**config.mk**
```make
export PLATFORM = sky130hd
export DESIGN_NAME = fifo_sync_param
export DESIGN_NICKNAME = d
export VERILOG_FILES = /design/src/rtl/fifo_sync_param.sv
export SDC_FILE = /design/constraint.sdc
export NUM_CORES = 1
export LEC_CHECK = 0
export CAP_MARGIN = 20
export CORE_MARGIN = 2
export CORE_UTILIZATION = 50
export DETAILED_ROUTE_END_ITERATION = 16
export PLACE_DENSITY = 0.75
export SLEW_MARGIN = 15
export SYNTH_ARGS = -nofsm -noshare
export SYNTH_HDL_FRONTEND = slang
export SYNTH_SLANG_ARGS = --single-unit
```
**constraint.sdc**
```tcl
create_clock -name clk -period 2.5 [get_ports clk]
set_input_delay 0.5 -clock clk [delete_from_list [all_inputs] [get_ports clk]]
set_output_delay 0.5 -clock clk [all_outputs]
set_load 0.005 [all_outputs]
```
**src/rtl/fifo_sync_param.sv**
```systemverilog
// fifo_sync_param: parametrised single-clock FIFO with occupancy count, almost-full/empty thresholds and flush
//
// Ports:
//    clk         rising-edge clock for all state
//    reset       asynchronous active-low reset
//    push        write request, data_in sampled with it
//    data_in     write data [WIDTH]
//    pop         read request
//    flush       synchronous clear of pointers and count, overrides push/pop
//    data_out    registered read data [WIDTH], updates after an accepted pop
//    fifo_full   count == DEPTH
//    fifo_empty  count == 0
//    fifo_afull  count >= AFULL_TH
//    fifo_aempty count <= AEMPTY_TH
//    count       current occupancy [CW]
//    overflow    sticky, push rejected while full     (only with FIFO_ERR_EN)
//    underflow   sticky, pop rejected while empty     (only with FIFO_ERR_EN)
//
// Build option: define FIFO_ERR_EN to add the overflow/underflow ports and sticky flags.
module fifo_sync_param #(
   parameter int WIDTH     = 32,
   parameter int DEPTH     = 4,
   parameter int AFULL_TH  = DEPTH - 1,
   parameter int AEMPTY_TH = 1,
   localparam int CW       = $clog2(DEPTH + 1)
) (
   input  logic             clk,
   input  logic             reset,
   input  logic             push,
   input  logic [WIDTH-1:0] data_in,
   input  logic             pop,
   input  logic             flush,
   output logic [WIDTH-1:0] data_out,
   output logic             fifo_full,
   output logic             fifo_empty,
   output logic             fifo_afull,
   output logic             fifo_aempty,
   output logic [CW-1:0]    count
`ifdef FIFO_ERR_EN
   ,
   output logic             overflow,
   output logic             underflow
`endif
);
   localparam int PW = $clog2(DEPTH);
   logic [WIDTH-1:0] mem [DEPTH];
   logic [PW-1:0]    wp, rp;
   logic             do_push, do_pop;
   assign fifo_full   = count == CW'(DEPTH);
   assign fifo_empty  = count == '0;
   assign fifo_afull  = count >= CW'(AFULL_TH);
   assign fifo_aempty = count <= CW'(AEMPTY_TH);
   // a push into a full FIFO still succeeds when the same-cycle pop frees the slot
   always_comb begin
      do_pop  = pop & ~flush & ~fifo_empty;
      do_push = push & ~flush & (~fifo_full | do_pop);
   end
   always_ff @(posedge clk)
      if (do_push) mem[wp] <= data_in;
   always_ff @(posedge clk or negedge reset)
      if (!reset) begin
         wp       <= '0;
         rp       <= '0;
         count    <= '0;
         data_out <= '0;
      end else if (flush) begin
         wp    <= '0;
         rp    <= '0;
         count <= '0;
      end else begin
         if (do_push) wp <= (wp == PW'(DEPTH - 1)) ? '0 : wp + 1'b1;
         if (do_pop) begin
            rp       <= (rp == PW'(DEPTH - 1)) ? '0 : rp + 1'b1;
            data_out <= mem[rp];
         end
         if (do_push != do_pop) count <= do_push ? count + 1'b1 : count - 1'b1;
      end
`ifdef FIFO_ERR_EN
   always_ff @(posedge clk or negedge reset)
      if (!reset) begin
         overflow  <= 1'b0;
         underflow <= 1'b0;
      end else begin
         if (push & ~flush & ~do_push) overflow <= 1'b1;
         if (pop & ~flush & fifo_empty) underflow <= 1'b1;
      end
`endif
endmodule
```
; Word level (Yosys, flattened, before mapping)
; Memories as Yosys holds them, arrays and structs flattened. A register that Yosys moved wholly into a read port is not among the register bits.
; Cells that the tools add are included.
[op_classes]
addsub = 4
order_cmp = 2
eq_ne = 4
n_mux = 11
bitwise = 8
n_reduce_logical = 6
[op_table]
columns = op, count
row1 = $mux W2, 6
row2 = $mux W3, 3
row3 = $reduce_bool A2 Y1, 3
row4 = $add A2 B1 Y2 const B, 2
row5 = $and A1 B1 Y1, 4
row6 = $eq A2 B2 Y1 const B, 2
row7 = $add A3 B1 Y3 const B, 1
row8 = $eq A3 B3 Y1 const B, 1
row9 = $ge A3 B2 Y1 const B, 1
row10 = $le A3 B1 Y1 const B, 1
row11 = $logic_not A3 Y1, 1
row12 = $not A1 Y1, 3
row13 = $sub A3 B1 Y3 const B, 1
row14 = $mux W1, 2
row15 = $reduce_and A2 Y1, 1
row16 = $logic_not A1 Y1, 1
row17 = $ne A1 B1 Y1, 1
row18 = $or A1 B1 Y1, 1
[word_totals]
regBits = 7
ram_bits = 128
out_inout_bits = 39
word_cells = 39
n_memories = 1
[mem_list]
columns = memory, depth, word_bits, read_ports, rd_ports_with_merged_regs, wr, line_no
row1 = mem, 4, 32, 1, 1, 1, 46  ; logic [WIDTH-1:0] mem [DEPTH];

; Depth between registers and ports, before layout
; Gate-level depths: netlist of the first run.
[depth]
depth_word = 8
ltp_mapped = 7

; Least setup slack after synthesis of the first run
; Ideal clock, no wire load.
[synth_path]
path_type = reg2reg
from = register count[1]
to = memory mem[1][0], enable pin
setup_time_ns = 0.392
t_arrival_ns = 2.067
required_ns = 2.108
path_slack_ns = 0.041
path_stages_with_launch = 6
path_buffers = 0
synth_period_minus_slack_ns = 2.459
cell_sequence = dfrtp_1 inv_1 ha_1 and3b_1 nor3_1 and2_1
[synth_between]
elab_chain_len = 7
word_cells_on_any_way = 9
cone_classes = eq/ne (1) / mux (2) / bitwise (5) / reduce/logical (1)
[synth_lines]
columns = item, line_no
row1 = from (decl), 38  ; output logic [CW-1:0] count
row2 = from (signal assigned), 76  ; if (do_push != do_pop) count <= do_push ? count + 1'b1 : count - 1'b1;
row3 = $logic_not A3 Y1, 50  ; assign fifo_empty = count == '0;
row4 = $not A1 Y1, 55  ; do_pop = pop & ~flush & ~fifo_empty;
row5 = $and A1 B1 Y1, 55
row6 = $or A1 B1 Y1 (*), 56  ; do_push = push & ~flush & (~fifo_full | do_pop);
row7 = $and A1 B1 Y1 (*), 56
row8 = $mux W1 (*), 59  ; if (do_push) mem[wp] <= data_in;
row9 = $mux W1 (implied by the code) (*), 59
row10 = to (decl), 46
; Every way passes the cells marked *; elsewhere a longest branch is shown, timed or not.

; Final worst setup path of the first run
[layout_path]
from = register count[0]
to = output port fifo_afull
[layout_between]
elab_chain_len = 1
[layout_lines]
columns = item, line_no
row1 = $ge A3 B2 Y1, 51  ; assign fifo_afull = count >= CW'(AFULL_TH);
row2 = to (decl), 36  ; output logic fifo_afull,
; No other way between the ends.

==> impl_metrics.tcl, run 1 <==
set metrics [dict create \
    grt_pass1_wl_um 18300 \
    numCtsBuffers 17 \
    fmax_mhz 416 \
    final_layout_size_suffix_gt1_frac 0.293 \
    switching_power_uw 1790 \
    ys_types 33 \
    netlist.top_cell.by_area "edfxtp_1" \
    clkSlewWorstSetupHoldPaths_ns 0.06 \
    cts_tree "done" \
    cts_sinks 167 \
    drc 0 \
    critical_path.cell_chain "ha_1 -> ha_1 -> nor2_1 -> o21ai_0 -> clkdlybuf4s50_1" \
    worstRegToRegCells 6 \
    crit_cells 5 \
    nets 457 \
    grt_pass1_vias 3456 \
    synth_area_um2 6540 \
    final_cells 595 \
    chipHeight_um 118 \
    endpoint_kind "output pin" \
    fin_ws_ns 0.0962 \
    cts_hold_buf 0 \
    post-place-ws_ns 0.0570 \
    h-tree-depth 4 \
    drt_iter0_markers 201 \
    r2r_end "mem[3][2]$_DFFE_PP_" \
    synth_fp_nets 360 \
    cap_violations 0 \
    startpoint_type "flop" \
    routed_wl_um 11300 \
    slew_violations 0 \
    synth_top_area_frac 0.588 \
    antenna_found_initial 0 \
    core_area_um2 12700 \
    crit_fanout 5 \
    cts_buffer_depth 2 \
    max_slew_margin 0.359 \
    crit_slowest_cell "clkdlybuf4s50_1" \
    ys_warn_count 0 \
    syn_inst 313 \
    synth_seq_cells 167 \
    leakagePower_uw 0.00286 \
    path_delay_family "buffers and inverters" \
    grtUsageTotal 0.175 \
    gp_congestion 0.740 \
    powerDensity_nw_per_um2 943 \
    p_sw_frac 0.231 \
    worst_pin_slew_ns 0.961 \
    grt_max_degree 40 \
    place.detailed.hpwl_um 7070 \
    globalRouteOverflowTotal 0 \
    rows 41 \
    rrSetupSlack_ns 0.44 \
    fin_skew_ns 0.00726 \
    seq_power_share 0.462 \
    pwr-share-comb 0.220 \
    worstSetupPathType "flop to output pin" \
    die_w_um 118 \
    cp.required_ns 2.00 \
    p_int_uw 5960 \
    io_pins 76 \
    dieArea_um2 14000 \
    synthArstFlopShare 0.234 \
    synth_area_per_cell_um2 20.9 \
    worst-path-buf-inv 1 \
    io_buffers 75 \
    setup_violations 0 \
    root_buffer "clkbuf_16" \
    hold_viol 0 \
    hold_path.class "input port to asynchronous set/reset pin" \
    rsz0062_at_grt "false" \
    start_util 0.516 \
    fin_crit_sh 0.962 \
    synthTopCellsByArea "edfxtp_1 (59%), dfrtp_1 (15%), mux4_2 (11%), mux2_2 (3.8%), mux2_4 (2.3%)" \
    vias 3197 \
    finalCriticalPeriod_ns 2.40 \
    yosysSeqAreaShare 0.737 \
    r2r_start "count[1]$_DFFE_PN0P_" \
    diodes 0 \
    via_per_inst 5.37 \
    clkPwrFrac 0.318 \
    tns_ns 0 \
    dpl.cell_count 562 \
    synth_edf_count 128 \
    cp_data_arrival_time_ns 1.90 \
    crit_path_frequent_cell "ha_1" \
    vdd_drop_max_mv 0.592 \
    worstSkewPairLatency_ns 0.42 \
    area_delta_synth_final_pct 25.6 \
    critical-path-max-stage-delay_ns 0.45 \
    first_pass_iters 4 \
    drtAntennaViolNets 0 \
    status "finished, final reports clean" \
    synth_ff_type "edfxtp_1" \
    wl_per_cell_um 19.1 \
]
==> registers in the layout (all words and copies together) (netlist names) <==
register  flops
count         3
data_out     32
mem         128
rp            2
wp            2
==> cell usage in the layout, fill, tap and decap left out, drive strengths merged, types with 4 or more instances in the layout <==
cell type	instances
a21oi	6
clkbuf	18
nor2b	4
edfxtp	128
clkinvlp	4
mux4	32
buf	19
dfrtp	39
o21ai	6
clkinv	7
clkdlybuf4s50	74
mux2	34
inv	9
and2	5
ha	10
nor2	7
==> metrics by stage <==
stage	util	hold WS (ns)	cell area (um^2)	total power [uW]
finish	0.648	0.234	8220	7750
global route	0.648	0.287	8220	8090
CTS	0.648	0.258	8210	7820
detailed placement	0.602	0.474	7630	5320
global placement	0.602	0.467	7630	5280
floorplan	-	0.204	6540	4430
==> worst max-delay path by stage <==
stage	from	to	slack (ns)
3_5_place_dp	pop	mem[1][12]$_DFFE_PP_	0.06
4_1_cts	count[1]$_DFFE_PN0P_	fifo_empty	0.01
6_report	count[0]$_DFFE_PN0P_	fifo_afull	0.1
3_3_place_gp	pop	mem[0][6]$_DFFE_PP_	0.08
5_1_grt	count[0]$_DFFE_PN0P_	fifo_afull	0.007
2_1_floorplan	count[1]$_DFFE_PN0P_	mem[1][0]$_DFFE_PP_	0.04
==> layer usage <==
layer,global-route usage,vias to the layer above,routed length [um]
met5,0,-,0
met4,0.0618,0,135
met3,0.0497,10,479
met2,0.287,81,5820
met1,0.224,1670,4900
li1,-,1436,-
==> synth_stat cells (all sizes together), types with 2 or more instances <==
| library cell | number |
|---|---|
| clkbuf | 6 |
| o21ai | 6 |
| nor2b | 4 |
| a21oi | 6 |
| ha | 10 |
| mux4 | 32 |
| a311oi | 2 |
| buf | 9 |
| nor3 | 2 |
| dfrtp | 39 |
| edfxtp | 128 |
| mux2 | 34 |
| nand2b | 3 |
| inv | 8 |
| nor2 | 7 |
| and2 | 5 |
==> power by group through the flow <==
stage	Clock, uW	Combinational [uW]	Sequential [uW]
floorplan	0	843	3590
global placement	0	1660	3630
detailed placement	0	1680	3640
CTS	2510	1720	3590
global route	2630	1830	3630
finish	2460	1700	3580
==> worst register-to-register path: cells and delay by family (launching register included) <==
| family | cells | cell delay [ns] |
|---|---|---|
| fa+ha+maj | 1 | 0.20 |
| simple gates | 3 | 0.81 |
| buf+inv | 2 | 0.33 |
| flops | 1 | 0.44 |
==> timing repair <==
item,in CTS,in global routing
setup buffers,0,1
gates resized for setup,4,1
setup endpoints to repair,2,2
==> kinds of logic (layout without fill, tap and decap cells) <==
kind of cell	count (synthesis)	in the layout	share of synthesized area
multiplexers	67	67	0.176
flip-flops	167	167	0.737
buffers and inverters	23	133	0.0226
AND/OR/NAND/NOR	26	26	0.0254
AO/OA/AOI/OAI	20	20	0.0199
adder cells (fa/ha/maj)	10	10	0.0191
==> layout make-up <==
cell class / count / area, um^2
Sequential cell: 167 / 4820
Inverter: 8 / 30.0
Timing Repair Buffer: 93 / 993
Tap cell: 172 / 215
Fill cell: 873 / 4460
Multi-Input combinational cell: 123 / 1590
Clock inverter: 14 / 134
Clock buffer: 18 / 429
(Power assumes the default switching activity.)
==> inputs of run 2 (changes only) <==
Clock period 2.5 ns to 1.95 ns, I/O delays scaled along.
==> run 2 against run 1 <==
Clock power up 33%. Power grew 32%. First-iteration DRC count is 2.0% lower. Critical endpoint unchanged. Via count increased by 3.1%. Sequential share of layout area is 1.5 points lower. Cell area up 2.6%. Clock-buffer cell count decreased by 1.
==> impl_metrics.tcl, run 2 (synthesis gave the netlist of run 1 again) <==
set metrics [dict create \
    drc 0 \
    rsz0062_at_grt "true" \
    vias 3297 \
    start_util 0.516 \
    fmax_mhz 515 \
    placed_cell_area_um2 7760 \
    startpoint_type "flop" \
    status "finished, final reports clean" \
    final_cells 613 \
    cap_violations 0 \
    drtAntennaViolNets 0 \
    rows 41 \
    first_pass_iters 4 \
    core_area_um2 12700 \
    dieArea_um2 14000 \
    setup.worst_path.start "count[0]$_DFFE_PN0P_" \
    fin_skew_ns 0.00839 \
    p_int_uw 7790 \
    pwr-share-comb 0.240 \
    fin_crit_sh 0.995 \
    cp.required_ns 1.56 \
    antenna_found_initial 0 \
    place.detailed.hpwl_um 7730 \
    layout_commonest_cell "edfxtp_1" \
    powerDensity_nw_per_um2 1220 \
    endpoint_kind "output pin" \
    diodes 0 \
    final_layout_size_suffix_gt1_frac 0.342 \
    area_delta_synth_final_pct 28.8 \
    root_buffer "clkbuf_16" \
    leakagePower_uw 0.00298 \
    clkSlewWorstSetupHoldPaths_ns 0.06 \
    mostFrequentLayoutCells "edfxtp_1 (128), clkdlybuf4s50_1 (70), dfrtp_1 (36)" \
    h-tree-depth 4 \
    grt_pass1_vias 3523 \
    crit_fanout 3 \
    chipHeight_um 118 \
    r2r_start "count[0]$_DFFE_PN0P_" \
    nets 475 \
    holdWs_ns 0.456 \
    worstSkewPairLatency_ns 0.42 \
    cp_data_arrival_time_ns 1.55 \
    dpl.cell_count 573 \
    gp_congestion 0.826 \
    finalCoreUtilization 0.665 \
    setup_violations 0 \
    reg_top3 "mem x128, data_out x32, count x3" \
    cts_tree "done" \
    drt_iter0_markers 197 \
    io_buffers 75 \
    worstSetupPathType "flop to output pin" \
    p_sw_frac 0.240 \
    globalRouteOverflowTotal 0 \
    cts_sinks 167 \
    vdd_drop_max_mv 0.737 \
    slew_violations 0 \
    wl_per_cell_um 19.9 \
    n_fill_cell 837 \
    grt_pass1_wl_um 19400 \
    largest_register "mem" \
    die_w_um 118 \
    via_per_inst 5.38 \
    io_pins 76 \
    stdcell_area_um2 8430 \
    clkPwrFrac 0.318 \
    hold_path.class "input port to asynchronous set/reset pin" \
    grt_max_degree 36 \
    seq_power_share 0.442 \
    finalCriticalPeriod_ns 1.94 \
    largest_register_ffs 128 \
    hold_viol 0 \
    worst_pin_slew_ns 0.472 \
    routed_wl_um 12200 \
    cts_buffer_depth 2 \
    max_slew_margin 0.685 \
    rrSetupSlack_ns 0.04 \
    numCtsBuffers 17 \
    switching_power_uw 2460 \
    grtUsageTotal 0.188 \
]
## run 2: repair_timing
item | 4_1_cts | 5_1_grt
hold endpoints to repair | 16 | 0
buffers inserted | 3 | 4
gates resized for setup | 14 | 6
hold buffers | 1 | 0
pin swaps | 0 | 1
endpoints found under the setup margin | 103 | 32
## run 2: cell type report
class	instances	area, um^2	share of cell area
Multi-Input combinational cell	123	1620	0.192
Sequential cell	167	4820	0.572
Clock inverter	15	154	0.0183
Inverter	8	30.0	0.00356
Clock buffer	17	425	0.0505
Tap cell	172	215	0.0255
Timing Repair Buffer	111	1160	0.138
## run 2: path summary, 6_finish.rpt
| check | to | cells after the start |
|---|---|---|
| hold / removal | data_out[23]$_DFFE_PN0P_ | 2 |
| setup / recovery | fifo_afull | 6 |
| hold reg to reg | data_out[18]$_DFFE_PN0P_ | 1 |
| min in group clk | data_out[18]$_DFFE_PN0P_ | 1 |
| setup reg to reg | data_out[22]$_DFFE_PN0P_ | 8 |
| max in group asynchronous | count[2]$_DFFE_PN0P_ | 3 |
## run 2: critical path, cell delays in order, from the launching register on
cell and delay (ns):
dfrtp_1 0.40, buf_4 0.14, ha_2 0.17, ha_2 0.16
nor2_1 0.07, o21ai_1 0.07, buf_2 0.13
## run 2: metrics by stage
step	setup TNS [ns]	total power, uW	setup slack [ns]
2_1_floorplan	0	5690	0.0176
4_1_cts	-0.277	10300	-0.182
3_3_place_gp	-18.23	6920	-0.157
5_1_grt	-0.0628	10700	-0.0486
6_report	0	10300	0.00933
3_5_place_dp	-19.51	6980	-0.162
## run 2: power by group through the flow
stage	combinational [uW]	clock [uW]	sequential (uW)
after floorplan	1090	0	4600
after global placement	2330	0	4590
after detailed placement	2370	0	4600
after CTS	2440	3310	4550
after global routing	2640	3470	4580
final	2460	3260	4530
## run 2: layer usage
layer	up-vias	global-route usage	wire length, um
li1	1472	-	-
met1	1719	0.249	5330
met2	94	0.297	6130
met3	12	0.0565	562
met4	0	0.0685	153
met5	-	0	0
==> inputs of run 3 (changes only) <==
Settings changed: CTS_CLUSTER_DIAMETER set to 30.
==> results of run 3 <==
Final layout, timing and power as in run 2 (identical DEF).
